### config.mk
export PLATFORM = sky130hd
export DESIGN_NAME = dvi_link_ctrl
export DESIGN_NICKNAME = d
export VERILOG_FILES = /design/src/rtl/dvi_pkg.sv /design/src/rtl/dvi_frame_sync.sv /design/src/rtl/dvi_link_ctrl.sv
export SDC_FILE = /design/constraint.sdc
export NUM_CORES = 1
export LEC_CHECK = 0
export BUFFER_PORTS_ARGS = -buffer_cell sky130_fd_sc_hd__buf_2
export CAP_MARGIN = 10
export CORE_ASPECT_RATIO = 0.9
export CORE_MARGIN = 5
export CORE_UTILIZATION = 25
export DETAILED_ROUTE_END_ITERATION = 16
export PLACE_DENSITY = 0.54
export SYNTH_ARGS = -nofsm -noshare
export SYNTH_HDL_FRONTEND = slang
export SYNTH_HIERARCHICAL = 1
export SYNTH_SLANG_ARGS = --single-unit
### constraint.sdc
create_clock -name clkx2in -period 2.4 [get_ports clkx2in]
set_clock_uncertainty 0.15 [all_clocks]
set_input_delay 0.24 -clock clkx2in [delete_from_list [all_inputs] [get_ports clkx2in]]
set_output_delay 0.24 -clock clkx2in [all_outputs]
set_load 0.01 [all_outputs]
### src/rtl/dvi_pkg.sv
// Shared types and line-code constants for the DVI link start-up controller.
package dvi_pkg;

    // Link controller states; encoding is visible on the state port.
    typedef enum logic [1:0] {
        ST_IDLE   = 2'b00,
        ST_SETTLE = 2'b01,
        ST_SYNC   = 2'b10,
        ST_ACTIVE = 2'b11
    } link_state_e;

    // CTRL-00 token 10'b1101010100, split into the two 5-bit serdes halves.
    localparam logic [4:0] CTRL_TOKEN_LO = 5'b10100;
    localparam logic [4:0] CTRL_TOKEN_HI = 5'b11010;

    // Clock lane: high during the low-half slot, low during the high-half slot.
    localparam logic [4:0] CLK_PAT_HI = 5'b11111;
    localparam logic [4:0] CLK_PAT_LO = 5'b00000;

    // 8-bit increment that sticks at all-ones.
    function automatic logic [7:0] sat_inc8(input logic [7:0] v);
        return (v == 8'hFF) ? v : v + 8'd1;
    endfunction

endpackage

### src/rtl/dvi_frame_sync.sv
// Vsync rising-edge detector and frame counter; raises pending once enough
// frame starts have been seen while counting is enabled.
module dvi_frame_sync
    import dvi_pkg::*;
#(
    parameter int SYNC_FRAMES = 2
) (
    input  logic clkx2in,
    input  logic serdes_reset,
    input  logic vsync_i,
    input  logic count_en_i,
    output logic pending_o
);

    localparam int FW = $clog2(SYNC_FRAMES + 1);
    localparam logic [FW-1:0] LAST_FRAME = FW'(SYNC_FRAMES - 1);

    logic          vs_q;
    logic [FW-1:0] frames_q, frames_d;
    logic          pending_q, pending_d;
    logic          rise;

    assign rise      = vsync_i & ~vs_q;
    assign pending_o = pending_q;

    // Count rises only while enabled; leaving the counting window clears everything.
    always_comb begin
        frames_d  = frames_q;
        pending_d = pending_q;
        if (!count_en_i) begin
            frames_d  = '0;
            pending_d = 1'b0;
        end else if (rise && !pending_q) begin
            frames_d = frames_q + FW'(1);
            if (frames_q == LAST_FRAME) begin
                pending_d = 1'b1;
            end
        end
    end

    // Edge-detect history and counter state.
    always_ff @(posedge clkx2in or posedge serdes_reset) begin
        if (serdes_reset) begin
            vs_q      <= 1'b0;
            frames_q  <= '0;
            pending_q <= 1'b0;
        end else begin
            vs_q      <= vsync_i;
            frames_q  <= frames_d;
            pending_q <= pending_d;
        end
    end

endmodule

### src/rtl/dvi_link_ctrl.sv
// DVI link start-up and symbol-phase controller (clkx2in domain). Holds the
// lanes at CTRL-00 until settled and frame-aligned, then passes gearbox
// half-words through, re-aligning the slot toggle on phase slips.
module dvi_link_ctrl
    import dvi_pkg::*;
#(
    parameter int SETTLE_CYCLES = 1024,
    parameter int SYNC_FRAMES   = 2
) (
    input  logic        clkx2in,
    input  logic        serdes_reset,
    input  logic        enable,
    input  logic [14:0] din,
    input  logic        din_phase,
    input  logic        vsync_in,
    output logic [4:0]  tmds_data0,
    output logic [4:0]  tmds_data1,
    output logic [4:0]  tmds_data2,
    output logic [4:0]  tmds_clk,
    output logic        link_up,
    output logic [1:0]  state,
    output logic        phase_err,
    output logic [7:0]  realign_cnt
);

    localparam int CW = $clog2(SETTLE_CYCLES);
    localparam logic [CW-1:0] SETTLE_LOAD = CW'(SETTLE_CYCLES - 1);

    link_state_e   state_q, state_d;
    logic          t_q, t_d;
    logic [CW-1:0] cnt_q, cnt_d;
    logic          phase_err_q, phase_err_d;
    logic [7:0]    realign_q, realign_d;
    logic [4:0]    clk_q, clk_d;
    logic          link_up_q, link_up_d;
    logic [4:0]    lane_q [3];
    logic [4:0]    lane_d [3];
    logic          frame_pending;

    dvi_frame_sync #(
        .SYNC_FRAMES (SYNC_FRAMES)
    ) u_frame_sync (
        .clkx2in      (clkx2in),
        .serdes_reset (serdes_reset),
        .vsync_i      (vsync_in),
        .count_en_i   (state_q == ST_SYNC),
        .pending_o    (frame_pending)
    );

    // Next-state logic: start-up sequencing, slot toggle and phase tracking.
    always_comb begin
        state_d     = state_q;
        t_d         = ~t_q;
        cnt_d       = cnt_q;
        phase_err_d = phase_err_q;
        realign_d   = realign_q;
        // Only drop back on a low-half boundary so no symbol is cut in two.
        if (state_q != ST_IDLE && !enable && !t_q) begin
            state_d = ST_IDLE;
            cnt_d   = '0;
        end else begin
            case (state_q)
                ST_IDLE: begin
                    if (enable) begin
                        state_d = ST_SETTLE;
                        cnt_d   = SETTLE_LOAD;
                    end
                end
                ST_SETTLE: begin
                    if (cnt_q == '0) begin
                        state_d = ST_SYNC;
                    end else begin
                        cnt_d = cnt_q - CW'(1);
                    end
                end
                ST_SYNC: begin
                    if (frame_pending && !t_q && din_phase) begin
                        state_d = ST_ACTIVE;
                    end
                end
                ST_ACTIVE: begin
                    // din_phase should be the inverse of t; on a slip, resync t
                    // to the gearbox instead of dropping the link.
                    if (din_phase == t_q) begin
                        t_d         = ~din_phase;
                        phase_err_d = 1'b1;
                        realign_d   = sat_inc8(realign_q);
                    end
                end
                default: state_d = ST_IDLE;
            endcase
        end
    end

    // Output slot contents; decided on state_d so the first pixel slot and
    // link_up appear on the same edge.
    always_comb begin
        clk_d     = t_q ? CLK_PAT_LO : CLK_PAT_HI;
        link_up_d = (state_d == ST_ACTIVE);
    end

    generate
        for (genvar gi = 0; gi < 3; gi++) begin : g_lane
            assign lane_d[gi] = (state_d == ST_ACTIVE) ? din[gi*5 +: 5]
                              : (t_q ? CTRL_TOKEN_HI : CTRL_TOKEN_LO);
        end
    endgenerate

    // All controller state and registered outputs.
    always_ff @(posedge clkx2in or posedge serdes_reset) begin
        if (serdes_reset) begin
            state_q     <= ST_IDLE;
            t_q         <= 1'b0;
            cnt_q       <= '0;
            phase_err_q <= 1'b0;
            realign_q   <= 8'd0;
            clk_q       <= CLK_PAT_LO;
            link_up_q   <= 1'b0;
            for (int i = 0; i < 3; i++) begin
                lane_q[i] <= CTRL_TOKEN_LO;
            end
        end else begin
            state_q     <= state_d;
            t_q         <= t_d;
            cnt_q       <= cnt_d;
            phase_err_q <= phase_err_d;
            realign_q   <= realign_d;
            clk_q       <= clk_d;
            link_up_q   <= link_up_d;
            for (int i = 0; i < 3; i++) begin
                lane_q[i] <= lane_d[i];
            end
        end
    end

    assign tmds_data0  = lane_q[0];
    assign tmds_data1  = lane_q[1];
    assign tmds_data2  = lane_q[2];
    assign tmds_clk    = clk_q;
    assign link_up     = link_up_q;
    assign state       = state_q;
    assign phase_err   = phase_err_q;
    assign realign_cnt = realign_q;

endmodule

[Word-level counts from Yosys, hierarchy flattened]
Cells that the tools add are included.
Storage, ports and cells
  output and inout port bits: 32
  bits in registers: 47
Operators by class
  add/subtract/negate cells: 3
  equality and inequality tests: 11
  reduce and logical (&&, ||, !) cells: 16
  mux-type cells: 22
  bitwise operators: 6
Operator list (count)
  10-bit 2-to-1 mux: 3
  5-bit 2-to-1 mux: 4
  10-bit case mux with 2 select lines: 1
  2-bit 2-to-1 mux: 6
  10-bit logical NOT: 1
  10-bit by 1-bit subtractor with 10-bit output (second input constant): 1
  8-bit by 1-bit adder with 8-bit output (second input constant): 1
  8-bit == test (second input constant): 1
  2-bit == test (second input constant): 3
  1-bit 2-to-1 mux: 6
  3-bit != test (second input constant): 2
  2-bit case mux with 3 select lines: 1
  3-bit AND reduction: 2
  1-bit logical AND: 5
  1-bit NOT: 5
  2-bit by 1-bit == test with 1-bit output (second input constant): 2
  4-bit 2-to-1 mux: 1
  2-bit != test (second input constant): 2
  4-bit AND reduction: 1
  1-bit logical NOT: 3
  3-bit nonzero test: 1
  2-bit by 1-bit adder with 2-bit output (second input constant): 1
  2-bit logical NOT: 1
  2-bit AND reduction: 1
  3 further kinds: 3

[Depth between registers and ports, before layout]
  depth in word-level cells: 8
  mapped depth: 8
  mapped depth without buffers: 6

[Modules after synthesis]
The synthesis kept the hierarchy.
By module, submodules not included
  dvi_link_ctrl: sequential area each 983.4 um^2, cells an instance 162, area each 1809.2 um^2, times used 1
  dvi_frame_sync: sequential area each 100.1 um^2, cells an instance 16, area each 195.2 um^2, times used 1

[Worst setup path before layout]
No wires, ideal clock.
  kind: flip-flop to flip-flop
  start point: reg cnt_q[0]
  end point: reg cnt_q[4]
  cell stages (with the launch flop): 9
  arrival time: 1.878 ns
  slack: 0.203 ns
  library setup time: 0.169 ns
  period minus slack after synthesis: 2.197 ns
  path buffers: 2
  path through: dfrtp_1 -> inv_1 -> ha_1 -> or3b_2 -> clkbuf_1 -> o311a_1 -> buf_6 -> a21oi_1 -> a211oi_1
Between the ends
  longest elaborated chain between the ends: 4
  elaborated cells on any way between the ends: 7
  classes of those cells: add/sub: 1; eq/ne: 1; mux: 3; reduce/logical: 2
Ends and longest elaborated chain
  start, declared: line dvi_link_ctrl.sv:31  | logic [CW-1:0] cnt_q, cnt_d;
  start signal, assigned: line dvi_link_ctrl.sv:125  | cnt_q <= cnt_d;
  10-bit by 1-bit subtractor with 10-bit output: line dvi_link_ctrl.sv:73  | cnt_d = cnt_q - CW'(1);
  10-bit 2-to-1 mux: line dvi_link_ctrl.sv:70  | if (cnt_q == '0) begin
  10-bit case mux with 2 select lines: line dvi_link_ctrl.sv:62  | case (state_q)
  10-bit 2-to-1 mux: line dvi_link_ctrl.sv:58  | if (state_q != ST_IDLE && !enable && !t_q) begin
Parallel ways exist; a longest one is shown, timed or not. The select of a mux whose other input is x is not followed.
A chain may end at the register's enable or synchronous reset.

[Final worst setup path]
  start point: reg cnt_q[0]
  end point: reg cnt_q[1]
Same word-level chain as after synthesis.

==> flow_summary.yaml <==
critical_path:
  reg2reg_depth: 5
  worstPathBufferInverterCount: 1
  worst-endpoint-required_ns: 2.45
  cp-start-kind: "flop"
  r2r_start: "cnt_q[0]$_DFFE_PP0P_"
  slowest_stage_cell_cp: "or3b_2"
  setup.worst_path.start: "cnt_q[0]$_DFFE_PP0P_"
  arrival_ns: 2.33
  capture_instance_of_the_worst_register_to_register_path: "cnt_q[1]$_DFFE_PP0P_"
  critical_path_depth: 5
  critPathMaxFanout: 11
  timing.critical_path.to: "cnt_q[1]$_DFFE_PP0P_"
  worst_path_largest_cell_delay_ns: 0.54
  path_delay_family: "compound AO/OA/AOI/OAI gates"
  ff2ff_setup_slack_ns: 0.12
  criticalPathCategory: "flop to flop"
  critPathCaptureType: "flop"
  path_cells: "inv_1, ha_1, or3b_2, o311a_2, a311oi_2"
synth:
  syn-cell-area_um2: 2000
  synth.distinct_cells: 46
  synth_top_flop_cell: "dfrtp_1"
  syn_nets: 203
  register_bit_total_from_synthesis: 43
  netlist.area_leader.share: 0.462
  synth.yosys.seq_area_share: 0.541
  synth.avg_cell_area_um2: 11.3
  ys.warnings.count: 6
  synth_edf_count: 0
  synth.area.top_cells: "dfrtp_1 46%, dfstp_2 7.9%, a21o_1 3.4%, ha_1 3.1%, a311oi_1 3.1%"
  synth_async_sr_flop_share: 1.00
  synthCells: 178
  yosys.area.top_type: "dfrtp_1"
global_route:
  grt_start_max_net_pins: 40
  grt_pass1_vias: 1538
  grt_total_usage: 0.0924
  number_of_antenna_violations_at_the_first_check_in_global_routing: 0
  first_pass_grt_wire_length_mm: 7.49
  globalRouteOverflowTotal: 0
  met1_usage: 0.116
  most_crowded_layer_gr: "met2"
  groute.layer.met2.usage: 0.151
  grt_util_met3: 0.0280
die:
  initial_utilization: 0.252
  pin_count: 52
  die-height_um: 94.9
  die_width_um: 104
  standard_cell_row_count: 31
  die_area_um2: 9910
  core_region_area_um2: 7950
route:
  post-route-drc-count: 0
  dr_vias_cell: 4.48
  drtAntennaViolNets: 0
  via_count: 1551
  drt-wirelength-per-cell_um: 13.1
  drt_first_pass_iters: 4
  drt_wl_total_mm: 4.53
  drt-initial-drc-count: 51
cts:
  worst_skew_pair.late_latency_ns: 0.30
  post_cts_buffers: 0
  cts_tree: "yes"
  clock-root-buffer: "clkbuf_8"
  cts-buffers-inserted: 5
  htree_levels: 2
  cts.reportedPaths.clkPinSlew_ns: 0.09
  maximum_number_of_buffers_from_clock_root_to_sink: 2
  clock-sinks: 43
sta:
  setup_tns_ns: 0
  achievable-frequency_mhz: 439
  maxSlewHeadroom: 0.656
  final_min_period_ns: 2.28
  unrepaired_setup_endpoints_after_global_routing: "no"
  tightest_slew_ns: 0.514
  post-route-period-util: 0.949
  timing.final.max_slew_violations: 0
  final-setup-viol-count: 0
  finalHoldViolations: 0
run_status:
  status: "complete, no violations"
power_and_ir_drop:
  clkPwrFrac: 0.244
  p_switching_mw: 0.805
  comb_power_share: 0.302
  cellInternalPower_mw: 1.60
  static-leakage-power_nw: 1.23
  seqPwrFrac: 0.454
  vdd_drop_max_mv: 0.421
  power.density_nw_per_um2: 917
  switching_share_of_total_power: 0.335
final_layout:
  seqCellArea_um2: 1080
  antennaDiodeCount: 0
  layout.core_utilization: 0.330
  finish.cell_count_without_fillers: 346
  multi_input_gate_area_um2: 806
  area.growth.synth_to_final_pct: 30.8
  finalNetCount: 271
  share_of_layout_cells_above_drive_strength_1: 0.328
  n_fill_cell: 801
placed_design:
  place.detailed.hpwl_mm: 3.15
  dp.cells: 322
  routabilityCongestion: 0.776
  place.port_buffers: 51
min_path:
  hold_path_class: "primary input to flop"
run:
  max_cap_viol_count: 0
-- how the worst min path moves through the flow --
| stage | from | endpoint | slack (ns) | depth (start not counted) |
|---|---|---|---|---|
| 2_1_floorplan | serdes_reset | u_frame_sync/frames_q[0]$_DFFE_PP0P_ | -0.14 | 1 |
| 6_report | din[7] | tmds_data1[2]$_DFF_PP1_ | 0.005 | 2 |
| 5_1_grt | din[7] | tmds_data1[2]$_DFF_PP1_ | 0.003 | 2 |
| 4_1_cts | din[7] | tmds_data1[2]$_DFF_PP1_ | 0.004 | 2 |
| 3_3_place_gp | serdes_reset | u_frame_sync/frames_q[1]$_DFFE_PP0P_ | -0.007 | 2 |
| 3_5_place_dp | serdes_reset | u_frame_sync/frames_q[1]$_DFFE_PP0P_ | -0.004 | 2 |
-- cells by family after synthesis --
logic type	synth area share
xor+xnor	0.0306
compound gates	0.165
fa+ha+maj	0.0312
flops	0.541
buf+inv	0.0581
mux	0.0156
simple gates	0.159
-- state kept, by name (all words and copies together), names as in the netlist --
name	cells
u_frame_sync/frames_q	2
state	2
u_frame_sync/pending_o	1
tmds_data0	5
tmds_clk	1
u_frame_sync/vs_q	1
phase_err	1
link_up	1
t_q	1
tmds_data2	5
cnt_q	10
realign_cnt	8
tmds_data1	5
-- final cells by class --
cell class,count,area share
clock buffer,6,0.0315
clock inverter,2,0.0134
inverter,10,0.0143
multi-input combinational,114,0.307
sequential,43,0.413
tap,99,0.0473
timing repair buffer,72,0.173
-- cell usage after synthesis (2+ instances only) --
library cell / instances
nor2_1: 13
nand2_1: 6
or3b_2: 2
and2_1: 4
nor3_1: 4
xnor2_1: 7
buf_4: 4
and3_1: 2
o211ai_1: 2
dfrtp_1: 37
o31ai_1: 2
nand2b_1: 8
dfstp_2: 6
nand4_1: 2
inv_1: 10
or2_2: 2
a311oi_1: 7
o21ai_0: 5
clkbuf_1: 4
nor4_1: 2
ha_1: 5
a21oi_1: 9
buf_6: 3
mux2i_1: 2
a21o_1: 9
-- power by group through the flow --
stage	clock [mW]	combinational [mW]	sequential (mW)
floorplan	0	0.498	1.11
global placement	0	0.701	1.10
detailed placement	0	0.716	1.10
CTS	0.611	0.737	1.09
global route	0.637	0.809	1.12
finish	0.586	0.725	1.09
-- stage by stage --
stage,area [um2],hold WS [ns],total power [mW],setup slack (ns)
after floorplan,2000,-0.144,1.60,0.203
after global placement,2340,-0.00707,1.80,0.180
after detailed placement,2340,-0.00399,1.82,0.107
after CTS,2620,0.00388,2.44,0.0955
after global routing,2620,0.00326,2.57,0.00908
final,2620,0.00476,2.40,0.123
-- placed cells by master (no fill, tap or decap), drive strengths merged, types with 6 or more instances in the layout --
cell type,count
a21o,9
a21oi,9
a311oi,8
buf,56
clkbuf,6
dfrtp,37
dfstp,6
dlygate4sd3,16
inv,10
nand2,6
nand2b,8
nor2,13
xnor2,7
-- per-layer routing --
metal,routed length [um],vias to the layer above
met5,0,-
met4,69,0
met3,266,6
met2,2090,37
met1,2110,742
li1,-,766
-- repair_timing --
item                                    CTS  global route
hold endpoints to repair                 52             0
resized for setup                         0             1
hold buffers                             16             0
endpoints found under the setup margin    0             1
Power figures use the tool's default switching activity.
